`config.mk`:
```
export PLATFORM = sky130hd
export DESIGN_NAME = store_buffer
export DESIGN_NICKNAME = d
export VERILOG_FILES = /design/src/rtl/sb_pkg.sv /design/src/rtl/sb_fifo.sv /design/src/rtl/store_buffer.sv
export SDC_FILE = /design/constraint.sdc
export NUM_CORES = 1
export LEC_CHECK = 0
export BUFFER_PORTS_ARGS = -buffer_cell sky130_fd_sc_hd__buf_2
export CAP_MARGIN = 20
export CORE_MARGIN = 3
export CORE_UTILIZATION = 51
export CTS_BUF_LIST = sky130_fd_sc_hd__clkbuf_4
export DETAILED_ROUTE_END_ITERATION = 10
export PLACE_DENSITY_LB_ADDON = 0.15
export SLEW_MARGIN = 0
export SYNTH_ARGS = -nofsm -noshare
export SYNTH_HDL_FRONTEND = slang
export SYNTH_SLANG_ARGS = --single-unit
export TNS_END_PERCENT = 100
```
`constraint.sdc`:
```
create_clock -name clk -period 8.9 [get_ports clk]
set_clock_uncertainty 0.1 [all_clocks]
set_input_delay 0.445 -clock clk [delete_from_list [all_inputs] [get_ports clk]]
set_output_delay 0.445 -clock clk [all_outputs]
set_load 0.05 [all_outputs]
```
`src/rtl/sb_pkg.sv`:
```
// sb_pkg: shared defaults, entry type and pointer sizing for the store buffer
package sb_pkg;

    localparam int SB_XLEN  = 32;
    localparam int SB_DEPTH = 4;

    typedef struct packed {
        logic [SB_XLEN-3:0] adr;
        logic [SB_XLEN-1:0] data;
    } sb_entry_t;

    function automatic int ptr_w(input int depth);
        return depth > 1 ? $clog2(depth) : 1;
    endfunction

endpackage

```
`src/rtl/sb_fifo.sv`:
```
// sb_fifo: circular entry store with head/tail pointers and occupancy count
module sb_fifo
    import sb_pkg::*;
#(
    parameter type T     = sb_entry_t,
    parameter int  DEPTH = SB_DEPTH,
    parameter int  PW    = ptr_w(DEPTH)
) (
    input  logic          clk,
    input  logic          reset,
    input  logic          push,
    input  logic          pop,
    input  T              wr,
    output T              rd,
    output T              entries [DEPTH],
    output logic [PW-1:0] head,
    output logic [PW:0]   count,
    output logic          full,
    output logic          empty
);

    logic [PW-1:0] tail;
    logic          do_push;
    logic          do_pop;

    assign full    = count == (PW+1)'(DEPTH);
    assign empty   = count == '0;
    assign do_push = push && !full;
    assign do_pop  = pop && !empty;
    assign rd      = entries[head];

    // Pointers wrap naturally; a push and pop together leave count unchanged
    always_ff @(posedge clk) begin
        if (reset) begin
            head  <= '0;
            tail  <= '0;
            count <= '0;
        end else begin
            if (do_push) tail <= tail + PW'(1);
            if (do_pop) head <= head + PW'(1);
            count <= count + (PW+1)'(do_push) - (PW+1)'(do_pop);
        end
    end

    // Entry storage, cleared on reset so the memory-side outputs read zero
    always_ff @(posedge clk) begin
        if (reset) begin
            for (int i = 0; i < DEPTH; i++) entries[i] <= '0;
        end else if (do_push) begin
            entries[tail] <= wr;
        end
    end

endmodule

```
`src/rtl/store_buffer.sv`:
```
// store_buffer: posted-write buffer with in-order drain and youngest-match load forwarding
module store_buffer
    import sb_pkg::*;
#(
    parameter int XLEN  = SB_XLEN,
    parameter int DEPTH = SB_DEPTH
) (
    input  logic            clk,
    input  logic            reset,
    input  logic            MemWrite,
    input  logic [XLEN-1:0] DataAdr,
    input  logic [XLEN-1:0] WriteData,
    input  logic            MemRead,
    output logic            Stall,
    output logic            FwdHit,
    output logic [XLEN-1:0] FwdData,
    output logic            mem_we,
    output logic [XLEN-1:0] mem_adr,
    output logic [XLEN-1:0] mem_wdata,
    input  logic            mem_ready
);

    localparam int PW = ptr_w(DEPTH);

    typedef struct packed {
        logic [XLEN-3:0] adr;
        logic [XLEN-1:0] data;
    } entry_t;

    entry_t          wr;
    entry_t          head_e;
    entry_t          entries [DEPTH];
    logic [PW-1:0]   head;
    logic [PW:0]     count;
    logic            full;
    logic            empty;
    logic            hit;
    logic [XLEN-1:0] hit_data;
    logic            byte_sel_unused;

    assign wr              = '{adr: DataAdr[XLEN-1:2], data: WriteData};
    assign byte_sel_unused = ^DataAdr[1:0];

    sb_fifo #(.T(entry_t), .DEPTH(DEPTH)) u_fifo (
        .clk     (clk),
        .reset   (reset),
        .push    (MemWrite),
        .pop     (mem_ready),
        .wr      (wr),
        .rd      (head_e),
        .entries (entries),
        .head    (head),
        .count   (count),
        .full    (full),
        .empty   (empty)
    );

    assign Stall     = full;
    assign mem_we    = !empty;
    assign mem_adr   = {head_e.adr, 2'b00};
    assign mem_wdata = head_e.data;

    // Walk valid entries oldest to youngest so the last match is the youngest
    always_comb begin
        hit      = 1'b0;
        hit_data = '0;
        for (int k = 0; k < DEPTH; k++) begin
            if ((PW+1)'(k) < count && entries[head + PW'(k)].adr == DataAdr[XLEN-1:2]) begin
                hit      = 1'b1;
                hit_data = entries[head + PW'(k)].data;
            end
        end
    end

    assign FwdHit  = MemRead && hit;
    assign FwdData = FwdHit ? hit_data : '0;

endmodule

```
After elaboration in Yosys (flattened, before gate mapping)
Index checks and enable logic that the tools add are counted.
{"block": "op_classes", "order_cmp": 10, "muxes": 24, "n_mul": 0, "n_addsub": 6, "shift": 0, "n_eq_ne": 5, "reduce_logical": 11, "n_div": 0, "bitwise_logic": 5}
{"operator": "62-bit 2-to-1 mux", "n": 9}
{"operator": "62-bit binary-select mux with 2-bit select", "n": 4}
{"operator": "248-bit bitwise mux", "n": 1}
{"operator": "32-bit 2-to-1 mux", "n": 5}
{"operator": "62-bit demux with 2-bit select", "n": 1}
{"operator": "30-bit equality test", "n": 4}
{"operator": "3-bit greater-or-equal comparator (second input constant)", "n": 5}
{"operator": "2-bit NOT with 3-bit output", "n": 5}
{"operator": "1-bit logical AND", "n": 8}
{"operator": "1-bit by 3-bit < comparator with 1-bit output (first input constant)", "n": 2}
{"operator": "2-bit by 3-bit < comparator with 1-bit output (first input constant)", "n": 2}
{"operator": "2-bit by 1-bit adder with 2-bit output (second input constant)", "n": 2}
{"operator": "2-bit adder (second input constant)", "n": 2}
{"operator": "1-bit 2-to-1 mux", "n": 4}
{"operator": "3-bit by 1-bit adder with 3-bit output", "n": 1}
{"operator": "3-bit equality test (second input constant)", "n": 1}
{"operator": "3-bit zero test", "n": 1}
{"operator": "3-bit by 1-bit < comparator with 1-bit output (second input constant)", "n": 1}
{"operator": "3-bit by 1-bit subtractor with 3-bit output", "n": 1}
{"operator": "1-bit zero test", "n": 2}
{"block": "totals", "regBits": 255, "word_cells": 72, "mem_bits_ro": 0, "output_inout_bits": 99, "ramBits": 0, "mem_count": 0, "latchBits": 0}

Depth between registers and ports, before layout
{"block": "depth", "ltp_word": 12, "depth_mapped": 15, "mapped_depth_nobuf": 10}

Modules after synthesis
From an unflattened synthesis, not the netlist that was laid out.
{"block": "unflattened", "hier_cells": 2110, "hier_area_um2": 20280.7}
{"mod": "sb_fifo", "area_per_inst_um2": 11746.3, "n_inst": 1, "seq_area_each_um2": 5104.9, "cells_per_inst": 994}
{"mod": "store_buffer", "area_per_inst_um2": 8534.4, "n_inst": 1, "seq_area_each_um2": 0.0, "cells_per_inst": 1116}

Worst setup path before layout
OpenSTA, ideal clock, no wires.
{"block": "synth_path", "kind": "reg-to-output", "startpoint": "register u_fifo.head[1]", "endpoint": "output FwdData[0]", "path_stages_with_launch": 14, "setup_slack_ns": 4.337, "arrival_time_ns": 4.018, "required_time_ns": 8.355, "path_cell_list": "dfxtp_1 -> buf_2 -> buf_4 -> buf_2 -> buf_4 -> buf_2 -> nor2_1 -> a21oi_1 -> a2bb2oi_1 -> nand4_2 -> a21oi_4 -> buf_6 -> a221oi_2 -> nor3_1"}
{"block": "synth_via", "elab_chain_cells": 12}
{"element": "from (decl)", "line": "sb_fifo.sv:16", "rtl": "output logic [PW-1:0] head,"}
{"element": "from (signal assigned)", "line": "sb_fifo.sv:40", "rtl": "if (do_pop) head <= head + PW'(1);"}
{"element": "2-bit NOT with 3-bit output (*)"}
{"element": "62-bit binary-select mux with 2-bit select (*)"}
{"element": "62-bit 2-to-1 mux (implied by the code) (*)", "line": "store_buffer.sv:70", "rtl": "hit_data = entries[head + PW'(k)].data;"}
{"element": "62-bit 2-to-1 mux (*)"}
{"element": "net mem_adr[7]", "line": "store_buffer.sv:18", "rtl": "output logic [XLEN-1:0] mem_adr,"}
{"element": "30-bit equality test (*)", "line": "store_buffer.sv:68", "rtl": "if ((PW+1)'(k) < count && entries[head + PW'(k)].adr == DataAdr[XLEN-1:2]) begin"}
{"element": "1-bit logical AND (*)", "line": "store_buffer.sv:68"}
{"element": "1-bit 2-to-1 mux (4 in series)", "line": "store_buffer.sv:68"}
{"element": "1-bit logical AND", "line": "store_buffer.sv:75", "rtl": "assign FwdHit = MemRead && hit;"}
{"element": "32-bit 2-to-1 mux (*)", "line": "store_buffer.sv:76", "rtl": "assign FwdData = FwdHit ? hit_data : '0;"}
{"element": "to (decl)", "line": "store_buffer.sv:16", "rtl": "output logic [XLEN-1:0] FwdData,"}
The timed path passes the listed nets; every way through them passes the cells marked *. The select of a mux whose other input is x is not followed.

Final worst setup path
{"block": "layout_path", "startpoint": "register u_fifo.head[0]", "endpoint": "output FwdData[0]"}
{"block": "layout_via", "elab_chain_cells": 12}
{"element": "2-bit by 1-bit adder with 2-bit output or 2-bit NOT with 3-bit output (tied branches)", "line": "store_buffer.sv:68, store_buffer.sv:70"}
{"element": "2-bit NOT with 3-bit output (implied by the code) or 62-bit binary-select mux with 2-bit select (tied branches)", "line": "store_buffer.sv:68, store_buffer.sv:70"}
{"element": "62-bit binary-select mux with 2-bit select or 62-bit 2-to-1 mux (tied branches)", "line": "store_buffer.sv:68, store_buffer.sv:70"}
{"element": "62-bit 2-to-1 mux, on equally long branches", "line": "store_buffer.sv:70, store_buffer.sv:68"}
{"element": "62-bit 2-to-1 mux (implied by the code) or 30-bit equality test (tied branches)", "line": "store_buffer.sv:70, store_buffer.sv:68"}
{"element": "30-bit equality test or 1-bit logical AND (tied branches)", "line": "store_buffer.sv:68"}
{"element": "1-bit logical AND or 1-bit 2-to-1 mux (tied branches)", "line": "store_buffer.sv:68"}
{"element": "1-bit 2-to-1 mux (3 in series)", "line": "store_buffer.sv:68"}
{"element": "1-bit logical AND", "line": "store_buffer.sv:75"}
{"element": "32-bit 2-to-1 mux (*)", "line": "store_buffer.sv:76"}
Mark *: on every way between the ends. The rest lies on a longest branch, timed or not. The select of a mux whose other input is x is not followed.

==> metrics <==
Clk network pwr share 25.9%; CTS Buf Count 74; simple-gate share of the synthesized area 17.9%; Final ANT Viol Nets 0; fin. max-slew vios 0; vias in the first global route 16011; Worst Reg-to-Reg Cells 8; GRT overflow 0; core area 34000 um^2; routability cong. 0.943; starting density of the core 52.4%; Logic pwr share 40.4%; Setup CP Type reg2out; Die Wd 193 um; Reg clk slew, reported paths 70 ps; max_slew headroom 30.9%; Req. time, crit path 8360 ps; most common cell after layout, fill and taps aside nand2_1; worst vdd ir 0.143 mV; P_int 0.00241 W; ratio of cells with drive above 1 in the final layout 24.5%; initial antenna violation count 4; synthesized area 17800 um^2; status completed; R2R Setup Slk 6070 ps; DRT Wirelength 57600 um; crit share post-route 76.3%; share of Yosys cell area claimed by the top area cell type 28.7%; Seq pwr share 33.7%; Fin Setup TNS 0 ps; sw frac 42.0%; DRT iter0 DRCs 1483; htree depth 3; Hold Crit Depth 4; XOR/XNOR share of the synthesized area 5.41%; clk_lat worst skew 740 ps; hold buffers post-CTS 62; drt pass-1 iters 5; post-CTS sizing 0; R2R Path Start u_fifo.count[2]; number of primary I/O pins 168; element type at the critical path end primary output; #FFs+latches synth 255; CTS max path bufs 3; Synth Warn # 0; first-pass GRT wire length 90500 um; Reg area 5110 um^2; TritonCTS clock tree done; unrepaired setup endpoints after global routing false; number of synthesized flops with an enable pin 0; endpoints failing setup 0; # rows 67; CP Data Arrival Time 6250 ps; critical path cell sequence buf_12 > mux2i_1 > o32ai_1 > a2111o_1 > a2111oi_0 > and4_1 > buf_4 > a31o_2 > o211ai_1 > nor3_1 > buf_2; Die Area 37200 um^2; CTS root buffer clkbuf_4; vias after detailed routing 16556; worst slew pin tran 1040 ps; Sw Pwr 0.00175 W; worst min path class in2reg; hold-critical path endpoint u_fifo.head[0]; fin crit period 6790 ps; vias per cell 6.20; Global Route Usage Sum 31.1%; area of the multi-input gates 11700 um^2; hold path startpoint mem_ready; Routed WL per cell 21.6 um; slowest CP cell dfxtp_4; asr flop ratio synth 0%; Synth area leaders dfxtp_1 29%, mux4_2 17%, nand2_1 12%; layout filler cell count 3120; crit-path max cell delay 960 ps; area grow syn2layout 12.0%; Mapped Cells 2060; post-detail-place hpwl 35400 um; CP Launch Type flip-flop; ys flop type dfxtp_1; Tot Pwr 0.00416 W; Unique masters post-synth 71; CTS sink cnt 255; Seq/Total Area, Yosys 28.7%; worst r2r dst u_fifo.entries[67]; number of max-cap violations 0; most frequent cells in the layout 574 x nand2_1, 257 x a21oi_1, 253 x dfxtp_1, 162 x buf_2, 131 x mux4_2; Compound-Gate Fraction of Synth Area 15.9%; postcts setup bufs 0; Avg Inst Size Synth 8.64 um^2; post-synthesis mux area share 25.4%; largest family of logic cells by synthesized area multiplexers; largest net degree at the start of global routing 162; nets@finish 2255; Power per Cell Area 209 nW/um^2; I/O Buffers 163; LEAKAGE 6.61 nW; drt drc 0; post-synth top area cell dfxtp_1; Post-Synth Adder-Cell Area 0.675%; Die Ht 193 um; FMAX 147 MHz; largest fanout on the critical path 85; Final Hold Vio Count 0
==> kinds of logic after synthesis <==
group | Yosys count
AO/OA/AOI/OAI | 450
XOR/XNOR | 110
adder cells (fa/ha/maj) | 9
buffers and inverters | 227
flip-flops | 255
multiplexers | 281
other | 1
AND/OR/NAND/NOR | 727
==> cell usage after synthesis (3+ instances only) <==
| cell | count |
|---|---|
| buf_2 | 29 |
| a221oi_1 | 9 |
| inv_1 | 16 |
| o21ai_0 | 72 |
| o31ai_1 | 4 |
| nor3_2 | 29 |
| nor4_1 | 7 |
| ha_1 | 8 |
| a221oi_2 | 29 |
| mux4_2 | 131 |
| nor2b_1 | 5 |
| o22a_1 | 3 |
| buf_8 | 3 |
| a2111oi_0 | 4 |
| xor2_1 | 21 |
| a211oi_1 | 5 |
| o211ai_1 | 33 |
| nand2_1 | 578 |
| buf_4 | 13 |
| buf_1 | 31 |
| nor2_1 | 22 |
| a21oi_1 | 257 |
| dfxtp_1 | 255 |
| xnor2_1 | 89 |
| buf_6 | 11 |
| o22ai_1 | 9 |
| mux2i_1 | 107 |
| nand4_1 | 46 |
| nand3_1 | 12 |
| clkbuf_1 | 121 |
| and2_1 | 6 |
| nor3_1 | 10 |
| mux2_2 | 41 |
==> worst max-delay path by stage <==
stage,start,end,cells after the start
4_1_cts,u_fifo.head[1],FwdData[19],11
2_1_floorplan,u_fifo.head[1],FwdData[0],13
5_1_grt,u_fifo.head[1],FwdData[0],11
3_5_place_dp,u_fifo.head[0],FwdData[0],11
6_report,u_fifo.head[0],FwdData[0],11
3_3_place_gp,u_fifo.head[1],FwdData[10],11
==> flip-flops by register name, summed over array words and instances, names as in the netlist <==
| name | count |
|---|---|
| u_fifo.count | 3 |
| u_fifo.entries | 248 |
| u_fifo.head | 2 |
| u_fifo.tail | 2 |
==> layer usage <==
metal	share of wire [%]	global-route usage, %	wire [um]	up-vias
met1	42	42.2	24000	8018
met4	3.0	12.2	1720	4
met2	46	48.8	26400	746
met5	0.042	0	24	-
li1	-	-	-	7639
met3	9.4	6.56	5430	149
==> worst max-delay path: cells and delay by family, from the launching register on <==
| kind | cells | cell delay (ps) |
|---|---|---|
| multiplexers | 1 | 530 |
| AND/OR/NAND/NOR | 2 | 590 |
| buffers and inverters | 3 | 1330 |
| flip-flops | 1 | 960 |
| AO/OA/AOI/OAI | 5 | 2010 |
==> stage by stage <==
step           utilization (%)  std cells  cell area [um^2]  worst slack [ps]  hold WS [ps]
4_1_cts                   58.6       2668             19900              2130          33.1
6_report                  58.7       2671             19900              2110          97.9
5_1_grt                   58.7       2671             19900              1760           120
3_5_place_dp              54.3       2486             18400              2930           374
2_1_floorplan                -       2061             17800              4340           353
3_3_place_gp              54.3       2486             18400              3010           364
==> power groups by stage <==
stage,logic [W],clock network [W],registers (W)
5_1_grt,0.00179,0.00117,0.00142
3_5_place_dp,0.00164,0,0.00142
6_report,0.00168,0.00108,0.00140
2_1_floorplan,0.00139,0,0.00133
4_1_cts,0.00166,0.00110,0.00140
3_3_place_gp,0.00161,0,0.00141
==> area by class of cell <==
class,count,area share [%]
multi-input combinational,1579,58.5
sequential,255,25.6
timing repair buffer,251,8.44
clock buffer,94,3.54
tap,448,2.81
clock inverter,26,0.785
inverter,16,0.301
antenna,2,0.0251
No activity file was read; power rests on OpenSTA's default activity.
